### config.mk
export PLATFORM = sky130hd
export DESIGN_NAME = llr_user_scheduler
export DESIGN_NICKNAME = d
export VERILOG_FILES = /design/src/rtl/llr_sched_pkg.sv /design/src/rtl/llr_user_cfg_ram.sv /design/src/rtl/llr_user_scheduler.sv
export SDC_FILE = /design/constraint.sdc
export NUM_CORES = 1
export LEC_CHECK = 0
export ABC_AREA = 1
export CAP_MARGIN = 20
export CORE_MARGIN = 5
export CORE_UTILIZATION = 61
export DETAILED_ROUTE_END_ITERATION = 10
export PLACE_DENSITY_LB_ADDON = 0.25
export SETUP_SLACK_MARGIN = 0.2
export SLEW_MARGIN = 15
export SYNTH_ARGS = -nofsm -noshare
export SYNTH_HDL_FRONTEND = slang
export SYNTH_SLANG_ARGS = --single-unit
### constraint.sdc
create_clock -name i_core_clk -period 3.4 [get_ports i_core_clk]
set_input_delay 0.51 -clock i_core_clk [delete_from_list [all_inputs] [get_ports i_core_clk]]
set_output_delay 0.51 -clock i_core_clk [all_outputs]
set_load 0.02 [all_outputs]
### src/rtl/llr_sched_pkg.sv
// Shared types for the per-slot LLR user scheduler: FSM states and the
// per-user descriptor layout stored in the configuration table.
package llr_sched_pkg;

   typedef enum logic [2:0] {
      StIdle,
      StLoad,
      StFrst,
      StRun,
      StNext,
      StDone
   } sched_state_e;

   // Each converter strobe carries one RE pair.
   localparam int unsigned RE_PER_STROBE = 2;

   typedef struct packed {
      logic [15:0] rate;
      logic [15:0] amounts;
   } user_desc_t;

   function automatic logic desc_is_bad(input user_desc_t d);
      return (d.rate == '0) || (d.amounts == '0);
   endfunction

endpackage

### src/rtl/llr_user_cfg_ram.sv
// Per-user descriptor table: one synchronous write port, one combinational
// read port. Contents are deliberately not reset.
module llr_user_cfg_ram
   import llr_sched_pkg::*;
#(
   parameter int unsigned MAX_USERS = 16,
   parameter int unsigned UAW       = $clog2(MAX_USERS)
) (
   input  logic                           clk_i,
   input  logic                           wr_en_i,
   input  logic [UAW-1:0]                 wr_addr_i,
   input  logic [$bits(user_desc_t)-1:0]  wr_data_i,
   input  logic [UAW-1:0]                 rd_addr_i,
   output logic [$bits(user_desc_t)-1:0]  rd_data_o
);

   logic [$bits(user_desc_t)-1:0] mem_q [MAX_USERS];

   always_ff @(posedge clk_i) begin
      if (wr_en_i) begin
         mem_q[wr_addr_i] <= wr_data_i;
      end
   end

   assign rd_data_o = mem_q[rd_addr_i];

endmodule

### src/rtl/llr_user_scheduler.sv
// Walks the users of a slot, presenting each descriptor to the LLR converter,
// pulsing its FSM reset and counting output strobes until the REs are consumed.
module llr_user_scheduler
   import llr_sched_pkg::*;
#(
   parameter int unsigned MAX_USERS      = 16,
   parameter int unsigned RST_CYCLES     = 2,
   parameter int unsigned TIMEOUT_CYCLES = 4096,
   localparam int unsigned UAW           = $clog2(MAX_USERS)
) (
   input  logic           i_core_clk,
   input  logic           i_rx_rstn,
   input  logic           i_cfg_wr_en,
   input  logic [UAW-1:0] i_cfg_wr_addr,
   input  logic [15:0]    i_cfg_wr_rate,
   input  logic [15:0]    i_cfg_wr_re_amounts,
   input  logic           i_slot_start,
   input  logic [UAW:0]   i_user_num,
   input  logic           i_data_strobe,
   output logic [15:0]    o_user_iq_noise_rate,
   output logic [15:0]    o_cur_user_re_amounts,
   output logic           o_fsm_rstn,
   output logic           o_user_active,
   output logic [UAW-1:0] o_user_idx,
   output logic           o_busy,
   output logic           o_slot_done,
   output logic           o_err_bad_cfg,
   output logic           o_err_timeout,
   output logic           o_err_stray,
   output logic           o_err_start_busy
);

   localparam int unsigned RCW = $clog2(RST_CYCLES + 1);
   localparam int unsigned WDW = $clog2(TIMEOUT_CYCLES + 1);

   sched_state_e   state_q, state_d;
   logic [UAW:0]   n_q, n_d;
   logic [UAW-1:0] idx_q, idx_d;
   logic [RCW-1:0] rst_cnt_q, rst_cnt_d;
   logic [16:0]    re_cnt_q, re_cnt_d;
   logic [WDW-1:0] wd_cnt_q, wd_cnt_d;
   logic [15:0]    rate_q, rate_d;
   logic [15:0]    amt_q, amt_d;
   logic           fsm_rstn_q, active_q, busy_q, done_q;
   logic           bad_q, bad_d, to_q, to_d, stray_q, start_busy_q;

   user_desc_t wr_desc, rd_desc;
   logic [$bits(user_desc_t)-1:0] rd_data;

   assign wr_desc = '{rate: i_cfg_wr_rate, amounts: i_cfg_wr_re_amounts};
   assign rd_desc = user_desc_t'(rd_data);

   llr_user_cfg_ram #(
      .MAX_USERS (MAX_USERS),
      .UAW       (UAW)
   ) u_cfg_ram (
      .clk_i     (i_core_clk),
      .wr_en_i   (i_cfg_wr_en),
      .wr_addr_i (i_cfg_wr_addr),
      .wr_data_i (wr_desc),
      .rd_addr_i (idx_q),
      .rd_data_o (rd_data)
   );

   always_comb begin
      state_d   = state_q;
      n_d       = n_q;
      idx_d     = idx_q;
      rst_cnt_d = rst_cnt_q;
      re_cnt_d  = re_cnt_q;
      wd_cnt_d  = wd_cnt_q;
      rate_d    = rate_q;
      amt_d     = amt_q;
      bad_d     = 1'b0;
      to_d      = 1'b0;
      unique case (state_q)
         StIdle: begin
            if (i_slot_start) begin
               n_d     = (i_user_num > (UAW+1)'(MAX_USERS)) ? (UAW+1)'(MAX_USERS) : i_user_num;
               idx_d   = '0;
               state_d = (i_user_num == '0) ? StDone : StLoad;
            end
         end
         StLoad: begin
            rate_d = rd_desc.rate;
            amt_d  = rd_desc.amounts;
            if (desc_is_bad(rd_desc)) begin
               bad_d   = 1'b1;
               state_d = StNext;
            end else begin
               rst_cnt_d = '0;
               state_d   = StFrst;
            end
         end
         StFrst: begin
            if (rst_cnt_q == RCW'(RST_CYCLES - 1)) begin
               re_cnt_d = '0;
               wd_cnt_d = '0;
               state_d  = StRun;
            end else begin
               rst_cnt_d = rst_cnt_q + 1'b1;
            end
         end
         StRun: begin
            // A strobe takes priority over a watchdog expiry on the same cycle.
            if (i_data_strobe) begin
               re_cnt_d = re_cnt_q + 17'(RE_PER_STROBE);
               wd_cnt_d = '0;
               if (re_cnt_d >= {1'b0, amt_q}) begin
                  state_d = StNext;
               end
            end else if (wd_cnt_q == WDW'(TIMEOUT_CYCLES - 1)) begin
               to_d    = 1'b1;
               state_d = StNext;
            end else begin
               wd_cnt_d = wd_cnt_q + 1'b1;
            end
         end
         StNext: begin
            if ({1'b0, idx_q} == n_q - (UAW+1)'(1)) begin
               state_d = StDone;
            end else begin
               idx_d   = idx_q + 1'b1;
               state_d = StLoad;
            end
         end
         StDone: begin
            state_d = StIdle;
         end
         default: begin
            state_d = StIdle;
         end
      endcase
   end

   always_ff @(posedge i_core_clk) begin
      if (!i_rx_rstn) begin
         state_q      <= StIdle;
         n_q          <= '0;
         idx_q        <= '0;
         rst_cnt_q    <= '0;
         re_cnt_q     <= '0;
         wd_cnt_q     <= '0;
         rate_q       <= '0;
         amt_q        <= '0;
         fsm_rstn_q   <= 1'b1;
         active_q     <= 1'b0;
         busy_q       <= 1'b0;
         done_q       <= 1'b0;
         bad_q        <= 1'b0;
         to_q         <= 1'b0;
         stray_q      <= 1'b0;
         start_busy_q <= 1'b0;
      end else begin
         state_q      <= state_d;
         n_q          <= n_d;
         idx_q        <= idx_d;
         rst_cnt_q    <= rst_cnt_d;
         re_cnt_q     <= re_cnt_d;
         wd_cnt_q     <= wd_cnt_d;
         rate_q       <= rate_d;
         amt_q        <= amt_d;
         // Status outputs follow the state being entered so they line up with it.
         fsm_rstn_q   <= (state_d != StFrst);
         active_q     <= (state_d == StRun);
         busy_q       <= (state_d != StIdle) && (state_d != StDone);
         done_q       <= (state_d == StDone);
         bad_q        <= bad_d;
         to_q         <= to_d;
         stray_q      <= i_data_strobe && (state_q != StRun);
         start_busy_q <= i_slot_start && (state_q != StIdle);
      end
   end

   assign o_user_iq_noise_rate  = rate_q;
   assign o_cur_user_re_amounts = amt_q;
   assign o_fsm_rstn            = fsm_rstn_q;
   assign o_user_active         = active_q;
   assign o_user_idx            = idx_q;
   assign o_busy                = busy_q;
   assign o_slot_done           = done_q;
   assign o_err_bad_cfg         = bad_q;
   assign o_err_timeout         = to_q;
   assign o_err_stray           = stray_q;
   assign o_err_start_busy      = start_busy_q;

endmodule

# Word-level counts from Yosys, hierarchy flattened
# Memory sizes are Yosys's and may differ from the RTL's. A register that Yosys moved wholly into a read port is not among the register bits.
# Index checks and enable logic that the tools add are counted.
[totals] ff_bits=84 wordCells=94 in_bits=46 out_inout_bits=44 memories=1 mem_bits_rw=512
[classes] n_lt_le_gt_ge=2 addsub=5 reduce_logical=20 bitwise_logic=2 n_eq_ne=19 n_mux=29
[memory_table] name="u_cfg_ram.mem_q" words=16 width=32 read_ports=1 rd_clocked_by_memory_dff=1 write_ports=1 line="llr_user_cfg_ram.sv:17" source="logic [$bits(user_desc_t)-1:0] mem_q [MAX_USERS];"
[ops] cell="2-to-1 mux 13 bit" n=3
[ops] cell="2-to-1 mux 17 bit" n=2
[ops] cell="one-hot mux 17 bit (2 select lines)" n=1
[ops] cell="logical NOT 16 bit" n=2
[ops] cell="one-hot mux 13 bit (2 select lines)" n=1
[ops] cell="2-to-1 mux 3 bit" n=8
[ops] cell="adder 17 x 2 -> 17 bit (second input constant)" n=1
[ops] cell="greater-or-equal comparator 17 x 16 -> 1 bit" n=1
[ops] cell="2-to-1 mux 4 bit" n=4
[ops] cell="one-hot mux 3 bit (5 select lines)" n=1
[ops] cell="adder 13 x 1 -> 13 bit (second input constant)" n=1
[ops] cell="== test 13 x 12 -> 1 bit (second input constant)" n=1
[ops] cell="!= test 2 bit (second input constant)" n=6
[ops] cell="AND reduction 3 bit" n=4
[ops] cell="== test 3 x 2 -> 1 bit (second input constant)" n=3
[ops] cell="one-hot mux 4 bit (2 select lines)" n=1
[ops] cell="== test 3 bit (second input constant)" n=2
[ops] cell="!= test 3 x 2 -> 1 bit (second input constant)" n=2
[ops] cell="!= test 3 bit (second input constant)" n=2
[ops] cell="nonzero test 2 bit" n=3
[ops] cell="nonzero test 3 bit" n=2
[ops] cell="== test 4 x 5 -> 1 bit" n=1
[ops] cell="> comparator 5 bit (second input constant)" n=1
[ops] cell="logical NOT 5 bit" n=1
[ops] cell="other kinds (15)" n=23

# Longest topological paths before layout
# Gate-level depths: netlist (run 1).
[depth] ltp_word=7 ltp_mapped=22 mapped_depth_nobuf=22

# Cells and area by module
# A second synthesis (run 1) with hierarchy kept.
[unflattened] cells_unflattened=2632 hier_area_um2=26300.2
[by_module_without_submodules] mod="llr_user_cfg_ram" area_each_um2=22089.9 seq_area_each_um2=15374.7 n_inst=1 cells_per_inst=2088
[by_module_without_submodules] mod="llr_user_scheduler" area_each_um2=4210.3 seq_area_each_um2=1661.6 n_inst=1 cells_per_inst=544

# Worst setup path after synthesis (run 1)
# Ideal clock, no wire load.
[synth_timing] path_type="register -> register" from="reg re_cnt_q[1]" to="reg busy_q, in the netlist o_busy" setup_ns=0.113 arrival_ns=2.518 period_less_slack_ns=2.631 stages_incl_launch_ff=21 setup_slack_ns=0.769 cell_sequence="dfxtp_1 ha_1 nand2_1 nor2_1 nand2_1 nor3_1 nand2_1 xor2_1 inv_1 ha_1 nand3_1 nor3_1 nor2_1 nand3_1 nand2_1 nand3_1 nand2_1 inv_1 nand3_1 nand3_1 nand2_1"
[synth_via] elab_chain_len=7 elab_cells_between_ends=8
[synth_lines] element="start, declared" line="llr_user_scheduler.sv:40" source="logic [16:0] re_cnt_q, re_cnt_d;"
[synth_lines] element="start signal, assigned" line="llr_user_scheduler.sv:159" source="re_cnt_q <= re_cnt_d;"
[synth_lines] element="adder 17 x 2 -> 17 bit *" line="llr_user_scheduler.sv:107" source="re_cnt_d = re_cnt_q + 17'(RE_PER_STROBE);"
[synth_lines] element="greater-or-equal comparator 17 x 16 -> 1 bit *" line="llr_user_scheduler.sv:109" source="if (re_cnt_d >= {1'b0, amt_q}) begin"
[synth_lines] element="2-to-1 mux 3 bit *" line="llr_user_scheduler.sv:109"
[synth_lines] element="2-to-1 mux 3 bit *" line="llr_user_scheduler.sv:106" source="if (i_data_strobe) begin"
[synth_lines] element="one-hot mux 3 bit (5 select lines) *" line="llr_user_scheduler.sv:76" source="unique case (state_q)"
[synth_lines] element="!= test 3 bit / nonzero test 3 bit (equally long branches)" line="llr_user_scheduler.sv:166" source="busy_q <= (state_d != StIdle) && (state_d != StDone);"
[synth_lines] element="logical AND 1 bit *" line="llr_user_scheduler.sv:166"
[synth_lines] element="end signal, assigned" line="llr_user_scheduler.sv:166"
[synth_lines] element="end, declared" line="llr_user_scheduler.sv:44" source="logic fsm_rstn_q, active_q, busy_q, done_q;"
# Every way passes the cells marked *; elsewhere a longest branch is shown, timed or not.
# A chain may end at the register's enable or synchronous reset.

==> results.ini, run 1 <==
[outcome]
outcome=finished, final reports clean

[power_and_ir_drop]
power_mw=16.1
ir_worst_vdd_mv=0.519
leakagePower_nw=11.5
powerDensity_nw_per_um2=557

[drt]
route.detailed.drc=0
met3_length_mm=5.23
viasPerCell=5.70
wl_met2_mm=29.6
first_iter_violations=1836
firstDrtPassIters=5
ant_nets=0
wl_per_cell_um=19.5
vias=17735
wl_met1_mm=23.7
highest_layer=met4
wirelength_mm=60.9

[yosys]
yosysUniqueCellTypes=37
ys.flop_type=edfxtp_1
ys_ff_latch=599
synth_fp_nets=2519
async_flop_share=0
yosysWarnings=0
synth.avg_cell_area_um2=10.3
synthCells=2453
ys_seq_area_frac=0.676
syn-cell-area_um2=25300
synth_edf_count=512

[die]
die_h_um=214
num_rows=74
core-area_um2=40900
dieArea_um2=45700
die-width_um=214
initial_core_util=0.619
io_pins=90

[global_route]
antenna_found_initial=3
grt_usage=0.265
grt_pass1_wl_mm=93.5
grt_overflow=0
grt_pass1_vias=17203
grt_max_degree=85

[sta]
fin_crit_ps=2930
worst_pin_slew_ps=715
skew_ps=23.1
final.setup.tns_ps=0
max_slew_margin=0.523
setup_violations=0
rsz0062_at_grt=false
fmax_mhz=342
hold_viol=0
drv_slew=0
fin_crit_sh=0.861

[clock_network]
numClockSinks=599
clk_latency_ps=620
clock_path_buffers=3
htree_num_levels=2
cts_tree=built
root_buffer=clkbuf_16
path_clk_slew_ps=60
numCtsBuffers=58
postCtsSetupRepairBufs=0

[job]
max-cap-violations=0

[placed_design]
numPortBuffers=89
place_congestion=0.829
dpl.hpwl_mm=33.4

[finish]
final_common_cell=nand2_1
nFillCells=2837
drive_above_1_share=0.0636
nNetsFinal=2595
area_delta_synth_final_pct=14.4
layout_common_cells=nand2_1, edfxtp_1, nand3_1, inv_1, nor2_1

[critical_path]
critical_path.startpoint_type=flip-flop
end_kind=flip-flop
crit_required_ps=3930
critPathKind=reg2reg
critPathMaxFanout=65
worst_ep_arrival_time_ps=3450

[hold_path]
hp-class=in2reg

## metal layers
layer / GRT usage / up-vias
met2: 0.440 / 832
met4: 0.113 / 0
met3: 0.0430 / 144
met1: 0.353 / 8415
met5: 0 / -
li1: - / 8344
## power by group
part	switching [mW]	internal, mW	leakage [nW]	total, mW
registers	0.0754	8.16	5.34	8.24
logic	0.758	0.393	5.16	1.15
clock network	2.73	4.02	0.978	6.74
## per-stage QoR
stage	std cells	util	setup WS (ps)	hold WS [ps]	cell area, µm²
6_report	3114	0.708	474	472	29000
5_1_grt	3114	0.708	212	490	29000
4_1_cts	3111	0.707	277	441	28900
3_5_place_dp	3001	0.658	300	469	26900
3_3_place_gp	3001	0.658	490	455	26900
2_1_floorplan	2453	-	769	442	25300
## registers in the layout, indices dropped and copies added (netlist names), 2 cells and up, named ones only
signal and cells:
o_user_iq_noise_rate 16, state_q 3, wd_cnt_q 13, o_cur_user_re_amounts 16
o_user_idx 4, n_q 5, u_cfg_ram.mem_q 512, re_cnt_q 16
rst_cnt_q 2
## path summary, 6_finish.rpt
check                     end    startpoint  slack (ps)  depth (start not counted)
max              rst_cnt_q[1]     flip-flop         470                         16
min          o_err_start_busy  i_slot_start         470                          3
max reg2reg      rst_cnt_q[1]     flip-flop         470                         16
min reg2reg      wd_cnt_q[12]  wd_cnt_q[12]         480                          2
## synthesized netlist by cell type (20+ instances only)
cell type  instances  share of area
a21oi_1           42         0.0083
buf_2             56          0.011
nor2_1           188          0.028
nand3_1          279          0.055
o211ai_1          21         0.0062
nand2_1          748           0.11
ha_1              20         0.0099
edfxtp_1         512           0.61
o21ai_0          106          0.021
clkbuf_1          23         0.0034
inv_1            245          0.036
dfxtp_1           87          0.069
## cell families after synthesis
group,synth area share
flip-flops,0.676
adder cells (fa/ha/maj),0.00988
buffers and inverters,0.0633
XOR/XNOR,0.00450
AND/OR/NAND/NOR,0.200
AO/OA/AOI/OAI,0.0463
## what timing repair did
item,in CTS,in global routing
hold endpoints to repair,0,0
endpoints found under the setup margin,0,7
hold buffers,0,0
resized for setup,0,6
## critical path, stage by stage, from the launching register on
cell	delay [ps]
dfxtp_4	360
inv_6	370
buf_4	320
nand2_1	80
nand3_1	70
nand3_1	90
nand3_1	90
nand2_1	150
nor2_1	160
nand2_1	130
nor2_1	170
nand2_1	190
nand2_1	120
nand2_2	100
o211ai_1	120
nand2_1	70
nor2_1	140
## final cells by class
cell class	count	area, µm²	area share
Sequential cell	599	17100	0.591
Multi-Input combinational cell	1484	6760	0.233
Inverter	250	946	0.0326
Timing Repair Buffer	136	1470	0.0507
Tap cell	532	666	0.0230
Clock inverter	40	487	0.0168
Antenna cell	3	7.51	0.000259
Clock buffer	70	1520	0.0524
Power figures use the tool's default switching activity.
==> inputs of run 2 (changes only) <==
Settings changed: CORE_MARGIN 5 to 3.
==> results.ini, run 2 (synthesis gave the netlist of run 1 again) <==
[sta]
rsz0062_at_grt=false
max_slew_margin=0.444
fmax_mhz=345
fin_crit_sh=0.852
fin_crit_ps=2900
setup_violations=0
whs_ps=472
worst_pin_slew_ps=833
setup_ws_ps=502
final.setup.tns_ps=0
drv_slew=0
skew_ps=13.1
hold_viol=0

[drt]
wl_per_cell_um=19.7
viasPerCell=5.69
firstDrtPassIters=6
first_iter_violations=1870
ant_nets=0
route.detailed.drc=0
wirelength_mm=61.6
vias=17752

[hold_path]
hp-class=in2reg

[global_route]
antenna_found_initial=4
grt_pass1_vias=17506
grt_overflow=0
grt_usage=0.281
grt_pass1_wl_mm=95.9
grt_max_degree=122

[die]
num_rows=74
initial_core_util=0.619
io_pins=90
die-width_um=210
core-area_um2=40900
dieArea_um2=44000
die_h_um=210

[finish]
area_delta_synth_final_pct=14.3
nFillCells=2891
layout_common_cells=nand2_1, edfxtp_1, nand3_1, inv_1, nor2_1
fin_area_um2=29000
nNetsFinal=2599
largest_register_ffs=512
final_common_cell=nand2_1
finalCoreUtilization=0.707
drive_above_1_share=0.0705
regMostFlops=u_cfg_ram.mem_q

[clock_network]
numCtsBuffers=59
ctsHoldBuffers=0
clock_path_buffers=3
path_clk_slew_ps=70
htree_num_levels=2
root_buffer=clkbuf_16
clk_latency_ps=610
cts_tree=built
numClockSinks=599

[critical_path]
critPathKind=reg2reg
critical_path.startpoint_type=flip-flop
worst_ep_arrival_time_ps=3390
crit_required_ps=3890
end_kind=flip-flop
critPathMaxFanout=72

[placed_design]
dpl.hpwl_mm=34.9
pre_cts_ws_ps=390
numPortBuffers=89
place_congestion=0.832
placed_cell_area_um2=26900

[power_and_ir_drop]
ir_worst_vdd_mv=0.557
powerDensity_nw_per_um2=553
leakagePower_nw=11.5

[outcome]
outcome=finished, final reports clean

[job]
max-cap-violations=0

==> run 2: cell count changes in the layout (fill, tap and decap cells not counted), sizes merged <==
cell / before / now
diode: 3 / 4
bufinv: 11 / 6
clkbuf: 70 / 82
clkinv: 25 / 19
buf: 47 / 50
inv: 252 / 251
==> run 2: layer usage <==
| layer | global-route usage | wire (µm) |
|---|---|---|
| met4 | 0.128 | 2710 |
| met1 | 0.380 | 24400 |
| met5 | 0 | 0 |
| met3 | 0.0466 | 5520 |
| met2 | 0.452 | 29000 |
==> run 2: where the power goes <==
part           leakage (nW)  internal (mW)  switching, mW
clock network         0.977           3.90           2.70
logic                  5.14          0.389          0.773
registers              5.34           8.17         0.0790
total                  11.5           12.5           3.55
==> run 2: per-stage QoR <==
step	power, mW	cells
global route	16.5	3116
detailed placement	9.54	3003
finish	16.0	3118
global placement	9.50	3003
floorplan	9.03	2453
CTS	16.1	3113
==> run 2: path summary, 6_finish.rpt <==
kind	end	depth (start not counted)	slack, ps	startpoint
worst max-delay path	o_busy	17	500	flip-flop
worst min-delay path	o_err_start_busy	3	470	i_slot_start
worst max register to register	o_busy	17	500	flip-flop
worst min register to register	re_cnt_q[16]	2	490	re_cnt_q[16]
==> run 2: area by class of cell <==
type | instances | area, µm² | area share
clock inverters | 28 | 307 | 0.0106
well taps | 532 | 666 | 0.0230
flip-flops and latches | 599 | 17100 | 0.592
inverters | 250 | 946 | 0.0327
diodes | 4 | 10.0 | 0.000346
clock buffers | 82 | 1680 | 0.0582
repair buffers | 139 | 1440 | 0.0498
multi-input cells | 1484 | 6770 | 0.234
==> run 2: what timing repair did <==
action,4_1_cts,5_1_grt
resized for setup,0,15
setup buffers,0,1
endpoints found under the hold margin,0,0
setup endpoints to repair,0,7
==> run 2: critical path: stages, from the launching register on <==
cell and delay, ps:
dfxtp_4 430, inv_6 470, buf_12 270, nand2_1 100, nand3_1 100, nand3_1 100, nand3_1 100, nand2_1 100
nor2_1 100, nand2_1 70, nor2_1 180, nand2_1 180, nand2_1 130, nand2_2 110, nand2_1 80, nor2_1 50
nand3_1 70, nand2_1 70
